$ cat src/rtl/cte_rgb_writer.sv
// Color Transform Engine output stage: buffers engine pixels in a small FIFO and
// writes one frame of FRAME_PIX pixels to memory at contiguous addresses.
module cte_rgb_writer #(
    parameter int DEPTH     = 8,
    parameter int ADDR_W    = 16,
    parameter int FRAME_PIX = 500,
    parameter int BASE_ADDR = 0
) (
    input  logic              clk,
    input  logic              reset,
    input  logic              start,
    input  logic              out_valid,
    input  logic [23:0]       rgb_out,
    output logic              wr_en,
    output logic [ADDR_W-1:0] wr_addr,
    output logic [23:0]       wr_data,
    input  logic              wr_ready,
    output logic              busy,
    output logic              done,
    output logic              overflow
);
    localparam int PW = $clog2(DEPTH);
    localparam logic [1:0] S_IDLE  = 2'd0;
    localparam logic [1:0] S_RUN   = 2'd1;
    localparam logic [1:0] S_DRAIN = 2'd2;
    localparam logic [1:0] S_DONE  = 2'd3;
    localparam logic [ADDR_W:0]   FP   = (ADDR_W+1)'(FRAME_PIX);
    localparam logic [ADDR_W-1:0] BASE = ADDR_W'(BASE_ADDR);

    logic [1:0]        state, state_nxt;
    logic [23:0]       mem [DEPTH];
    logic [PW-1:0]     wr_ptr, rd_ptr;
    logic [PW:0]       count;
    logic [ADDR_W:0]   in_cnt, out_cnt, in_cnt_nxt, out_cnt_nxt;
    logic              active, empty, full, offer, push, pop, drop;

    assign active  = (state == S_RUN) || (state == S_DRAIN);
    assign empty   = (count == '0);
    assign full    = (count == (PW+1)'(DEPTH));

    // Outputs come only from state, FIFO and counter registers; wr_ready never reaches them.
    assign wr_en   = active && !empty;
    assign wr_data = empty ? 24'd0 : mem[rd_ptr];
    assign wr_addr = BASE + out_cnt[ADDR_W-1:0];
    assign busy    = active;
    assign done    = (state == S_DONE);

    assign pop     = wr_en && wr_ready;
    assign offer   = (state == S_RUN) && out_valid && (in_cnt < FP);
    assign push    = offer && (!full || pop);
    assign drop    = offer && !push;

    assign in_cnt_nxt  = in_cnt  + {{ADDR_W{1'b0}}, push};
    assign out_cnt_nxt = out_cnt + {{ADDR_W{1'b0}}, pop};

    // Transitions look at next-cycle counts so done rises on the edge of the last write.
    always_comb begin
        state_nxt = state;
        case (state)
            S_IDLE:  if (start) state_nxt = S_RUN;
            S_RUN: begin
                if (out_cnt_nxt == FP)     state_nxt = S_DONE;
                else if (in_cnt_nxt == FP) state_nxt = S_DRAIN;
            end
            S_DRAIN: if (out_cnt_nxt == FP) state_nxt = S_DONE;
            default: state_nxt = S_IDLE;
        endcase
    end

    always_ff @(posedge clk) begin
        if (reset) begin
            state    <= S_IDLE;
            wr_ptr   <= '0;
            rd_ptr   <= '0;
            count    <= '0;
            in_cnt   <= '0;
            out_cnt  <= '0;
            overflow <= 1'b0;
        end else begin
            state <= state_nxt;
            if (state == S_IDLE && start) begin
                in_cnt   <= '0;
                out_cnt  <= '0;
                overflow <= 1'b0;
            end else begin
                in_cnt  <= in_cnt_nxt;
                out_cnt <= out_cnt_nxt;
                if (drop) overflow <= 1'b1;
            end
            if (push) wr_ptr <= wr_ptr + PW'(1);
            if (pop)  rd_ptr <= rd_ptr + PW'(1);
            case ({push, pop})
                2'b10:   count <= count + (PW+1)'(1);
                2'b01:   count <= count - (PW+1)'(1);
                default: count <= count;
            endcase
        end
    end

    // Storage needs no reset: wr_data is masked while the FIFO is empty.
    always_ff @(posedge clk) begin
        if (push) mem[wr_ptr] <= rgb_out;
    end
endmodule
$ cat config.mk
export PLATFORM = sky130hd
export DESIGN_NAME = cte_rgb_writer
export DESIGN_NICKNAME = d
export VERILOG_FILES = /design/src/rtl/cte_rgb_writer.sv
export SDC_FILE = /design/constraint.sdc
export NUM_CORES = 1
export LEC_CHECK = 0
export CAP_MARGIN = 20
export CORE_MARGIN = 10
export CORE_UTILIZATION = 61
export CTS_BUF_LIST = sky130_fd_sc_hd__clkbuf_2 sky130_fd_sc_hd__clkbuf_4 sky130_fd_sc_hd__clkbuf_8
export DETAILED_ROUTE_END_ITERATION = 6
export PLACE_DENSITY = 0.82
export SLEW_MARGIN = 10
export SYNTH_ARGS = -nofsm -noshare
export SYNTH_HDL_FRONTEND = slang
export SYNTH_SLANG_ARGS = --single-unit
export TNS_END_PERCENT = 1
$ cat constraint.sdc
create_clock -name clk -period 5.1 [get_ports clk]
set_input_delay 0.765 -clock clk [delete_from_list [all_inputs] [get_ports clk]]
set_output_delay 0.765 -clock clk [all_outputs]
set_load 0.01 [all_outputs]
==> flow_summary_export.csv, run 1 <==
group,metric,value,unit
power_and_ir_drop,power_frac_seq,47.4,%
setup_path,critical_path_arrival,4.31,ns
finish,fin_nets,762,
cts,cts_tree,"done",
timing,max-slew-margin-rel,35.0,%
run_status,status,"finished clean",
die,dieArea,22300,um^2
global_routing,grt_antenna_before_repair,1,
routing,vias,5721,
logic_synthesis,ys_types,60,
timing,rsz0062_at_grt,"false",
logic_synthesis,syn_area,10200,um^2
logic_synthesis,synth_edf_count,192,
finish,design_area,11800,um^2
timing,final_max_slew_viol_count,0,
die,core_area,16500,um^2
placed_design,placed_cell_area,11100,um^2
setup_path,crit_path_max_fanout,25,
finish,drive_gt1_share,20.2,%
timing,finalCritPeriodShare,77.0,%
power_and_ir_drop,leakagePower,3.81,nW
power_and_ir_drop,comb_power_share,18.9,%
die,initial_core_util,62.0,%
power_and_ir_drop,swShare,26.2,%
setup_path,crit_required,5.48,ns
placed_design,port_buffers,72,
logic_synthesis,syn_inst,640,
timing,hold_slack,0.532,ns
die,fp.dieW,149,um
routing,wl,20.3,mm
finish,area_growth,16.0,%
global_routing,grt_pass1_wl,32.8,mm
setup_path,reg2regPathDepth,13,
timing,worst_slack,1.17,ns
timing,max_freq,255,MHz
routing,dr.first_iter.drc_count,480,
power_and_ir_drop,p_per_area,407,nW/um^2
setup_path,crit_path_end_kind,"flop",
placed_design,pre_cts_ws,0.718,ns
worst_hold_path,hold_path_depth,2,
setup_path,critical_path_class,"flop to flop",
cts,cts_setup_buffers,0,
run,cap_viol_max_count,0,
timing,fin_setup_tns,0,ns
timing,setup_viol,0,
logic_synthesis,yosysWarnings,0,
global_routing,grt_pass1_vias,6098,
cts,clockBufferDepth,3,
routing,postRouteAntennaNets,0,
cts,ctsHoldBuffers,0,
global_routing,grt_max_degree,49,
timing,skew,0.0152,ns
finish,final_util,71.9,%
logic_synthesis,synth_seq_area_share,66.3,%
logic_synthesis,syn-num-nets,683,
die,pin_count,73,
cts,htree_levels,2,
power_and_ir_drop,p_sw,1.26,mW
logic_synthesis,syn_avg_cell_area,15.9,um^2
cts,cts_buffers,39,
cts,clockRootBuffer,"clkbuf_8",
routing,wl_per_cell,21.0,um
global_routing,grt_overflow,0,
power_and_ir_drop,ir_worst_vdd,260,uV
placed_design,place_hpwl,12.5,mm
setup_path,cp-start-kind,"flop",
cts,cts_resized,0,
finish,fill_cells,999,
placed_design,place_congestion,0.838,
die,dieHeight,149,um
timing,finalWorstPathRequiredPeriod,3.93,ns
finish,multi_input_area,3190,um^2
timing,hold_viol_final,0,
cts,clk_latency,0.53,ns
worst_hold_path,hold_path.class,"flop to flop",
cts,clk_pin_slew_worst_paths,0.06,ns
logic_synthesis,ys_ff_latch,242,
finish,regArea,6770,um^2
routing,drt_first_pass_iters,5,
die,num_rows,47,
global_routing,grt_use_total,18.7,%
power_and_ir_drop,pwr-share-clk,33.8,%
logic_synthesis,synth_ff_type,"edfxtp_1",
logic_synthesis,ys_async_sr_fraction,0,%
cts,clock_sinks,242,
power_and_ir_drop,p_int,3.55,mW
routing,via_per_inst,5.92,
timing,worst_slew_pin_slew,0.976,ns
routing,drc_errors,0,
-- worst max-delay path, cell delays in order, from the launching register on --
cell	delay (ns)
dfxtp_1	0.47
nor4_4	0.05
buf_4	0.26
nor2b_1	0.20
nand2_1	0.15
a31oi_1	0.58
ha_1	0.33
nand2_1	0.10
or4_4	0.55
o21ai_0	0.30
nand3_1	0.18
o41ai_4	0.35
or3_1	0.19
a21oi_2	0.05
-- synthesized netlist by cell type, types with 6 or more instances --
master    count  share of area [%]
inv_1         8               0.29
nand2_1      21               0.77
dfxtp_1      50                9.8
xnor2_1      20                1.7
mux2i_1      29                2.8
nand4_1      10               0.61
mux4_2       48                 11
nand3_1      17               0.83
nor3_1        7               0.34
nor2_1       68                2.5
buf_4        19                1.4
clkbuf_1     14               0.52
ha_1         13                1.6
buf_1         6               0.22
edfxtp_1    192                 57
and2_1        9               0.55
a21oi_1       7               0.34
xor2_1       17                1.5
-- kinds of logic after synthesis --
kind of cell / count (synthesis) / share of synthesized area, %
flip-flops: 242 / 66.3
AND/OR/NAND/NOR: 180 / 9.70
multiplexers: 78 / 13.6
buffers and inverters: 54 / 2.82
XOR/XNOR: 37 / 3.18
AO/OA/AOI/OAI: 35 / 2.59
adder cells (fa/ha/maj): 14 / 1.79
-- flip-flops by register name, indices dropped and copies added, names as in the netlist, named ones only --
register / count
count: 4
in_cnt: 17
mem: 192
out_cnt: 17
overflow: 1
rd_ptr: 3
state: 2
wr_ptr: 3
-- metal layers --
layer	wire [um]	share of wire (%)	global-route usage (%)
met1	8140	40	23.1
met5	0	0	0
met2	10700	52	31.8
met4	413	2.0	7.11
met3	1110	5.5	3.64
-- final timing paths --
check | endpoint | slack (ns) | start
setup / recovery | state[1] | 1.17 | count[3]
hold / removal | overflow | 0.53 | overflow
setup reg to reg | state[1] | 1.17 | count[3]
hold reg to reg | overflow | 0.53 | overflow
-- placed cells by master, fill, tap and decap left out, types with 13 or more instances in the layout --
master and count:
clkdlybuf4s50_1 72, edfxtp_1 192, xor2_1 17, ha_1 13, mux2i_1 29, nor2_1 66
dfxtp_1 48, nand3_1 17, clkbuf_8 40, nand2_1 21, mux4_2 48, xnor2_1 20
-- power by group through the flow --
stage	logic [mW]	clock network, mW	registers, mW
after global routing	0.979	1.74	2.29
after global placement	0.885	0	2.32
after floorplan	0.549	0	2.26
after detailed placement	0.914	0	2.32
final	0.907	1.62	2.28
after CTS	0.918	1.66	2.28
-- through the flow --
step / instances / power, mW
floorplan: 640 / 2.81
global placement: 898 / 3.20
detailed placement: 898 / 3.24
CTS: 966 / 4.86
global route: 966 / 5.01
finish: 967 / 4.81
-- cell type report --
type,count,area share (%)
repair buffers,83,6.79
well taps,220,2.33
inverters,9,0.285
multi-input cells,344,27.0
clock buffers,49,5.22
diodes,1,0.0211
clock inverters,19,1.17
flip-flops and latches,242,57.2
(Power assumes the default switching activity.)
==> run 2: changes to the inputs <==
--- a/config.mk
+++ b/config.mk
@@ -7,10 +7,10 @@
 export LEC_CHECK = 0
 export CAP_MARGIN = 20
 export CORE_MARGIN = 10
-export CORE_UTILIZATION = 61
+export CORE_UTILIZATION = 55
 export CTS_BUF_LIST = sky130_fd_sc_hd__clkbuf_2 sky130_fd_sc_hd__clkbuf_4 sky130_fd_sc_hd__clkbuf_8
 export DETAILED_ROUTE_END_ITERATION = 6
-export PLACE_DENSITY = 0.82
+export PLACE_DENSITY = 0.78
 export SLEW_MARGIN = 10
 export SYNTH_ARGS = -nofsm -noshare
 export SYNTH_HDL_FRONTEND = slang
==> constraint.sdc (replaced) <==
create_clock -name clk -period 3.36 [get_ports clk]
set_input_delay 0.504 -clock clk [delete_from_list [all_inputs] [get_ports clk]]
set_output_delay 0.504 -clock clk [all_outputs]
set_load 0.01 [all_outputs]
==> run 2 against run 1 <==
- clock power is 46% higher
- utilization shrank 3.5 points
- setup slack worse by 1.1 ns
- sequential power up 50%
- register-to-register slack got worse by 1.1 ns
- critical path depth grew 3
- global-route usage decreased by 1.6 points
- clock skew is 0.0036 ns lower
- non-clock buffer count is 29 higher
- largest cell class unchanged
- highest routed layer unchanged
==> flow_summary_export.csv, run 2 (synthesized netlist as in run 1, its figures left out) <==
group,metric,value,unit
cts,clockRootBuffer,"clkbuf_8",
routing,wl,20.9,mm
run_status,status,"finished clean",
timing,max-slew-margin-rel,58.5,%
finish,final_common_cell,"edfxtp_1",
timing,hold_slack,0.501,ns
finish,antenna_cells,0,
timing,setup_viol,0,
die,initial_core_util,56.4,%
finish,max_flop_register,"mem",
power_and_ir_drop,leakagePower,4.01,nW
setup_path,crit_path_end_kind,"flop",
die,num_rows,49,
die,dieArea,24400,um^2
timing,fin_setup_tns,0,ns
setup_path,r2r-start,"state[1]",
timing,hold_viol_final,0,
routing,wl_per_cell,20.8,um
finish,fin_nets,791,
cts,clock_sinks,242,
worst_hold_path,worstHoldStart,"rd_ptr[1]",
worst_hold_path,hold_path_depth,2,
setup_path,crit_path_max_fanout,4,
setup_path,rr_endpoint,"state[1]",
placed_design,port_buffers,72,
global_routing,grt_antenna_before_repair,0,
cts,clk_pin_slew_worst_paths,0.06,ns
die,core_area,18100,um^2
placed_design,place_hpwl,12.6,mm
global_routing,grt_max_degree,49,
die,fp.dieW,156,um
timing,finalWorstPathRequiredPeriod,3.34,ns
setup_path,critical_path_class,"flop to flop",
die,pin_count,73,
routing,vias,5826,
timing,finalCritPeriodShare,99.3,%
setup_path,rrSetupSlack,0.02,ns
routing,postRouteAntennaNets,0,
timing,max_freq,300,MHz
global_routing,grt_pass1_wl,33.0,mm
routing,via_per_inst,5.79,
setup_path,crit_required,3.79,ns
die,dieHeight,156,um
finish,regArea,6780,um^2
cts,cts_buffers,39,
routing,drc_errors,0,
worst_hold_path,hold_path.class,"flop to flop",
finish,fill_cells,1132,
routing,drt_first_pass_iters,5,
timing,worst_slew_pin_slew,0.621,ns
routing,dr.first_iter.drc_count,379,
finish,largest_register_ffs,192,
global_routing,grt_pass1_vias,6069,
global_routing,grt_overflow,0,
cts,clockBufferDepth,3,
power_and_ir_drop,p_per_area,599,nW/um^2
finish,multi_input_area,3400,um^2
run,cap_viol_max_count,0,
setup_path,cp-start-kind,"flop",
power_and_ir_drop,ir_worst_vdd,410,uV
finish,drive_gt1_share,28.3,%
finish,top_regs,"mem x192, in_cnt x17, out_cnt x17",
finish,most-common-layout-cells,"192 x edfxtp_1, 72 x clkdlybuf4s50_1, 65 x nor2_1, 48 x mux4_2",
cts,clk_latency,0.52,ns
global_routing,grt_use_total,17.1,%
finish,area_growth,21.3,%
cts,htree_levels,2,
setup_path,reg2regPathDepth,16,
placed_design,place_congestion,0.851,
timing,skew,0.0116,ns
setup_path,critical_path_arrival,3.77,ns
cts,cts_tree,"done",
timing,final_max_slew_viol_count,0,
## run 2: metrics by stage
| stage | cells | setup slack, ns | utilization [%] | total power [mW] | cell area (um^2) |
|---|---|---|---|---|---|
| global route | 1006 | -0.116 | 68.4 | 7.77 | 12400 |
| detailed placement | 929 | -0.250 | 62.8 | 4.96 | 11400 |
| CTS | 999 | 0.00267 | 66.9 | 7.35 | 12100 |
| global placement | 929 | -0.0732 | 62.8 | 4.92 | 11400 |
| floorplan | 640 | -0.764 | - | 4.27 | 10200 |
| finish | 1006 | 0.0228 | 68.4 | 7.41 | 12400 |
## run 2: worst max-delay path by stage
stage / slack (ns) / startpoint / cells past startpoint / to
2_1_floorplan: -0.76 / state[0] / 7 / mem[6][0]
3_3_place_gp: -0.07 / out_valid / 13 / state[0]
3_5_place_dp: -0.25 / out_valid / 13 / state[1]
4_1_cts: 0.003 / state[0] / 14 / state[1]
5_1_grt: -0.12 / state[1] / 16 / state[1]
6_report: 0.02 / state[1] / 16 / state[1]
## run 2: final cells by class
type	count	share of cell area, %
Multi-Input combinational cell	344	27.5
Clock buffer	52	5.28
Sequential cell	242	54.8
Clock inverter	18	0.688
Inverter	9	0.293
Timing Repair Buffer	112	9.12
Tap cell	229	2.32
## run 2: routing by layer
layer | track usage (%) | part of all wire, %
met4 | 5.44 | 2.1
met5 | 0 | 0
met2 | 28.9 | 51
met3 | 3.67 | 5.4
met1 | 21.6 | 41
## run 2: what timing repair did
action,4_1_cts,5_1_grt
hold buffers,0,0
cloned,0,0
resized for setup,4,50
endpoints found under the setup margin,2,2
endpoints found under the hold margin,0,0
buffers inserted,0,7
pin swaps,0,18
## run 2: report_power, final
part | internal (mW) | switching [mW] | leakage, nW
combinational | 0.818 | 0.827 | 1.48
sequential | 3.34 | 0.0687 | 2.14
clock | 1.27 | 1.08 | 0.396
## run 2: critical path: stages (launching register included)
cell and delay [ns]:
dfxtp_4 0.35, inv_4 0.08, ha_4 0.14, nand2_2 0.05, nor3_2 0.14, nand4_1 0.25
a31oi_4 0.31, buf_6 0.14, ha_4 0.13, nand2_2 0.05, or4_4 0.57, buf_6 0.14
nor2_2 0.06, o31a_1 0.18, o41ai_4 0.12, or3_4 0.40, a21oi_2 0.14
==> run 3: changes to the inputs <==
--- a/config.mk
+++ b/config.mk
@@ -7,10 +7,10 @@
 export LEC_CHECK = 0
 export CAP_MARGIN = 20
 export CORE_MARGIN = 10
-export CORE_UTILIZATION = 55
+export CORE_UTILIZATION = 60
 export CTS_BUF_LIST = sky130_fd_sc_hd__clkbuf_2 sky130_fd_sc_hd__clkbuf_4 sky130_fd_sc_hd__clkbuf_8
 export DETAILED_ROUTE_END_ITERATION = 6
-export PLACE_DENSITY = 0.78
+export PLACE_DENSITY = 0.81
 export SLEW_MARGIN = 10
 export SYNTH_ARGS = -nofsm -noshare
 export SYNTH_HDL_FRONTEND = slang
==> constraint.sdc (replaced) <==
create_clock -name clk -period 3.85 [get_ports clk]
set_input_delay 0.5775 -clock clk [delete_from_list [all_inputs] [get_ports clk]]
set_output_delay 0.5775 -clock clk [all_outputs]
set_load 0.01 [all_outputs]
==> run 3 against run 2 <==
- power shrank 13%
- clock skew up 0.012 ns
- clock-buffer cell count down 2
- largest cell class unchanged
- sequential cell count unchanged
- sequential share of layout area increased by 1.8 points
- final cell count down 2.6%
- clock power is 8.5% lower
==> flow_summary_export.csv, run 3 (synthesized netlist as in run 1, its figures left out) <==
group,metric,value,unit
run_status,status,"finished clean",
finish,fill_cells,1005,
global_routing,grt_antenna_before_repair,1,
setup_path,r2r-start,"state[1]",
power_and_ir_drop,leakagePower,3.89,nW
finish,design_area,12000,um^2
finish,max_flop_register,"mem",
cts,htree_levels,2,
timing,hold_slack,0.486,ns
power_and_ir_drop,power.total,6.41,mW
die,dieHeight,150,um
setup_path,critical_path_class,"flop to flop",
cts,cts_buffers,38,
timing,hold_viol_final,0,
setup_path,cp-start-kind,"flop",
die,initial_core_util,61.3,%
cts,cts_setup_buffers,0,
routing,via_per_inst,5.83,
cts,cts_resized,0,
cts,clk_latency,0.54,ns
global_routing,grt_max_degree,28,
global_routing,grt_overflow,0,
routing,drt_first_pass_iters,5,
finish,largest_register_ffs,192,
die,dieArea,22600,um^2
die,num_rows,47,
die,fp.dieW,150,um
finish,area_growth,17.2,%
routing,dr.first_iter.drc_count,522,
cts,clockRootBuffer,"clkbuf_8",
setup_path,max_stage_delay,0.54,ns
routing,vias,5713,
finish,fin_nets,772,
cts,cts_tree,"done",
timing,worst_slack,0.358,ns
cts,clk_pin_slew_worst_paths,0.06,ns
timing,setup_viol,0,
setup_path,crit_path_end_kind,"flop",
setup_path,reg2regPathDepth,13,
placed_design,placed_cell_area,11200,um^2
cts,clockBufferDepth,3,
timing,finalCritPeriodShare,90.7,%
placed_design,place_hpwl,12.4,mm
placed_design,place_congestion,0.840,
timing,skew,0.0240,ns
routing,drc_errors,0,
finish,top_regs,"mem x192, in_cnt x17, out_cnt x17",
routing,postRouteAntennaNets,0,
power_and_ir_drop,ir_worst_vdd,395,uV
setup_path,crit_required,4.23,ns
finish,drive_gt1_share,22.0,%
finish,most-common-layout-cells,"192 x edfxtp_1, 72 x clkdlybuf4s50_1, 66 x nor2_1, 48 x mux4_2, 48 x dfxtp_1",
die,pin_count,73,
power_and_ir_drop,p_per_area,536,nW/um^2
timing,worst_slew_pin_slew,0.942,ns
global_routing,grt_pass1_wl,31.8,mm
worst_hold_path,hold_path.class,"flop to flop",
finish,multi_input_area,3190,um^2
timing,max-slew-margin-rel,37.2,%
setup_path,rrSetupSlack,0.36,ns
timing,finalWorstPathRequiredPeriod,3.49,ns
cts,clock_sinks,242,
timing,max_freq,286,MHz
placed_design,port_buffers,72,
finish,final_cell_count_no_fill,980,
placed_design,dp.cells,909,
die,core_area,16600,um^2
placed_design,pre_cts_ws,0.00599,ns
finish,final_common_cell,"edfxtp_1",
cts,ctsHoldBuffers,0,
finish,regArea,6770,um^2
global_routing,grt_pass1_vias,5948,
setup_path,path_cells,"inv_1, ha_1, nor2b_1, nand2_1, a31oi_1, ha_1, nand2_1, or4_4, o21ai_0, nand3_1, o41ai_4, or3_1, a21oi_2",
run,cap_viol_max_count,0,
worst_hold_path,worstHoldStart,"rd_ptr[1]",
global_routing,grt_use_total,18.0,%
timing,rsz0062_at_grt,"false",
setup_path,critical_path_arrival,3.88,ns
setup_path,crit_path_max_fanout,4,
routing,wl_per_cell,20.2,um
timing,final_max_slew_viol_count,0,
setup_path,crit_slowest_cell,"or4_4",
routing,wl,19.8,mm
worst_hold_path,hold_path_depth,2,
setup_path,rr_endpoint,"state[0]",
==> run 3: changes by cell type in the layout (fill, tap and decap cells not counted), moves of 4 or more <==
cell	delta
ha_1	+7
buf_12	-6
dfxtp_1	+6
dfxtp_2	-4
buf_4	-10
ha_4	-5
nand2_1	+4
==> run 3: worst max path at each step <==
stage / start / cells past startpoint / to
final: state[1] / 13 / state[0]
after global routing: state[1] / 13 / state[0]
after CTS: state[1] / 14 / state[0]
after detailed placement: out_valid / 13 / state[0]
after global placement: out_valid / 13 / state[1]
after floorplan: state[0] / 7 / mem[6][0]
==> run 3: through the flow <==
step           util [%]  setup TNS (ns)
2_1_floorplan         -          -30.01
3_3_place_gp       67.2               0
3_5_place_dp       67.2               0
4_1_cts            71.8               0
5_1_grt            71.9               0
6_report           71.9               0
==> run 3: cell type report <==
cell class	count	area share (%)
Antenna cell	1	0.0209
Clock buffer	50	5.23
Clock inverter	20	1.23
Inverter	9	0.283
Multi-Input combinational cell	344	26.7
Sequential cell	242	56.6
Tap cell	220	2.30
Timing Repair Buffer	94	7.62
==> run 3: worst max-delay path, delay by kind of cell, from the launching register on <==
family,cells,cell delay [ns]
fa+ha+maj,2,0.57
compound gates,4,0.98
simple gates,6,1.31
buf+inv,1,0.10
flops,1,0.39
==> run 3: power by group <==
part | total (mW) | internal (mW) | leakage [nW] | switching (mW)
clock network | 2.16 | 1.21 | 0.415 | 0.957
registers | 2.98 | 2.91 | 2.13 | 0.0673
logic | 1.27 | 0.617 | 1.35 | 0.651
total | 6.41 | 4.73 | 3.89 | 1.68
==> run 3: routing by layer <==
layer | vias up | track usage [%] | wire, um
li1 | 2625 | - | -
met1 | 2889 | 23.3 | 8250
met2 | 169 | 29.2 | 9930
met3 | 30 | 3.84 | 1240
met4 | 0 | 6.71 | 384
met5 | - | 0 | 0
==> RTL change (flow settings as in run 2) <==
Reset style: asynchronous (`reset`), changed in one clocked block.
--- a/src/rtl/cte_rgb_writer.sv
+++ b/src/rtl/cte_rgb_writer.sv
@@ -68,5 +68,5 @@
     end
 
-    always_ff @(posedge clk) begin
+    always_ff @(posedge clk or posedge reset) begin
         if (reset) begin
             state    <= S_IDLE;
Function: differs if reset is asserted again (counterexample within 4 cycles, from zero or initial values and one cycle with reset high); with reset held inactive, the same outputs for 4 cycles.
==> RTL change against run 2 <==
Setup slack improved by 0.0063 ns; critical endpoint is now state[1]; cell area increased by 0.78%; critical path type unchanged; largest cell class unchanged; wire length decreased by 1.2%; sequential cell count decreased by 3; area after synthesis increased by 1.4%; die area increased by 1.2%.
Power is not compared: it rests on default switching activity, and its combinational part moved more than twofold at a synthesized area within 25%.
==> RTL change: results (changes against run 2) <==
synth unique cells 56 (-6.7%); total leakage power 4.55 nW; Max rail drop VDD 646 µV; Fin Hold WS 0.456 ns (-0.0442 ns); Worst path slowest cell or3_2; Avg Inst Size Synth 16.4 µm² (+2.8%); Clock Latency Late Sink 0.54 ns (+0.02 ns); GP Congestion 0.868 (+2.0%); GRT Util Overall 17.3% (+0.22 points); Root Buffer clkbuf_8; first-pass GRT wire length 33.4 mm (+1.2%); via count 5815 (-0.19%); FF-to-FF path depth 15 (-1); worst stage delay on the critical path 0.43 ns (-0.14 ns); HP Class in -> async; Placement Setup Slack -0.327 ns (-0.0767 ns); data arrival time of the worst path 3.75 ns (-0.02 ns); CTS max path bufs 3 (unchanged); Worst Max-Slew Pin Slew 0.605 ns (-0.0157 ns); layout cells sized above 1 27.7% (-0.65 points); placed insts 947 (+1.9%); Post-synth EDFFs 192 (unchanged); CTS H-tree lvls 2 (unchanged); vias per cell 5.68 (-1.9%); Synthesized Nets 673 (-1.5%); synth cell count leaders edfxtp_1 (192), nor2_1 (69), mux4_2 (48); Crit Path Max Fanout 4 (unchanged); ys async rst share 19.7% (+20 points); pin count of the biggest net entering global routing 48 (-2.0%); # nets final 802 (+1.4%); Top Registers mem (192), in_cnt (17), out_cnt (17); first drt pass iteration count 4 (-1); routed length per instance 20.2 µm (-2.9%); CP top delay family simple AND/OR/NAND/NOR gates; # fillers 1202 (+6.2%); vias in the first global route 6268 (+3.3%); initial antenna violation count 1 (+1); clock-pin slew on the worst setup and hold paths 0.06 ns (about the same); worst flop-to-flop path startpoint state[1]; # port buffers 72 (unchanged); net switching power 2.99 mW; YS warnings 0 (unchanged); TritonCTS buffer count 37 (-5.1%); r2r setup slk 0.03 ns; DPL Wire Length 13.1 mm (+4.0%); top post-synthesis cells by area edfxtp_1 (56%), dfrtp_1 (11%), mux4_2 (10%); sequential fraction of the synthesis area 67.1% (+0.78 points); outcome complete, no violations; DRT iter0 DRCs 305 (-20%); Reg2Reg Capture Point state[1]; Max Clock Skew 0.0302 ns (+0.0186 ns)
RTL change: cell count changes after synthesis, sizes merged, moves of 4 or more:
| cell | change |
|---|---|
| and2 | -10 |
| dfrtp | +47 |
| dfxtp | -50 |
| nor2b | +4 |
| nor3 | +5 |
RTL change: area by class of cell:
type	instances	area (µm²)	area share, %
sequential	239	6950	55.7
multi-input combinational	335	3200	25.7
timing repair buffer	137	1260	10.1
clock buffer	48	611	4.90
tap	234	293	2.35
clock inverter	19	118	0.943
inverter	10	37.5	0.301
antenna	2	5.00	0.0401
RTL change: per-stage QoR:
step           power (mW)  instance area (µm²)
4_1_cts              9.83                12300
5_1_grt              10.4                12500
6_report             9.78                12500
3_3_place_gp         7.36                11600
2_1_floorplan        6.06                10300
3_5_place_dp         7.45                11600
RTL change: cells by family (layout without fill, tap and decap cells):
family | Yosys count | after routing | share of synthesized area (%)
AOI/OAI and AO/OA | 24 | 24 | 1.64
xor gates and xnor gates | 38 | 38 | 3.22
adders and majority gates | 13 | 13 | 1.65
buffers and inverters | 57 | 214 | 3.18
DFF | 239 | 239 | 67.1
muxes | 84 | 84 | 14.0
other | 0 | 2 | 0
and+or+nand+nor | 176 | 176 | 9.18
RTL change: worst register-to-register path, stage by stage, from the launching register on:
cell and delay [ns]:
dfrtp_1 0.39, inv_2 0.08, ha_1 0.16, inv_2 0.06, nor3b_2 0.19, nand4_1 0.18, nor2_2 0.17, ha_2 0.23
ha_4 0.15, nand3_4 0.09, or3_2 0.43, a21o_2 0.23, a221oi_2 0.22, o211a_1 0.22, a211oi_4 0.07, mux2_4 0.33
RTL change: how the worst max path moves through the flow:
stage / from / to / slack (ns) / cells after the start
after floorplan: state[1] / mem[0][0] / -0.17 / 7
after global placement: out_valid / state[1] / -0.23 / 13
after detailed placement: out_valid / state[1] / -0.33 / 13
after CTS: state[0] / state[1] / 0.01 / 16
after global routing: state[1] / state[1] / -0.08 / 15
final: state[1] / state[1] / 0.03 / 15
RTL change: power by group through the flow:
stage	Combinational, mW	Clock, mW	Sequential, mW
floorplan	2.11	0	3.94
global route	3.67	2.56	4.12
CTS	3.30	2.42	4.11
finish	3.36	2.36	4.07
global placement	3.22	0	4.13
detailed placement	3.28	0	4.17
RTL change: per-layer routing:
| layer | vias up | track usage [%] | wire [µm] |
|---|---|---|---|
| met4 | 0 | 7.75 | 542 |
| met5 | - | 0 | 0 |
| met3 | 42 | 3.41 | 1080 |
| met1 | 2976 | 21.5 | 8500 |
| li1 | 2666 | - | - |
| met2 | 131 | 28.9 | 10600 |
RTL change: repair_timing:
action | CTS | global route
resized for setup | 5 | 15
cloned | 0 | 0
pin swaps | 1 | 9
hold endpoints to repair | 0 | 0
setup endpoints to repair | 2 | 8
setup buffers | 1 | 7
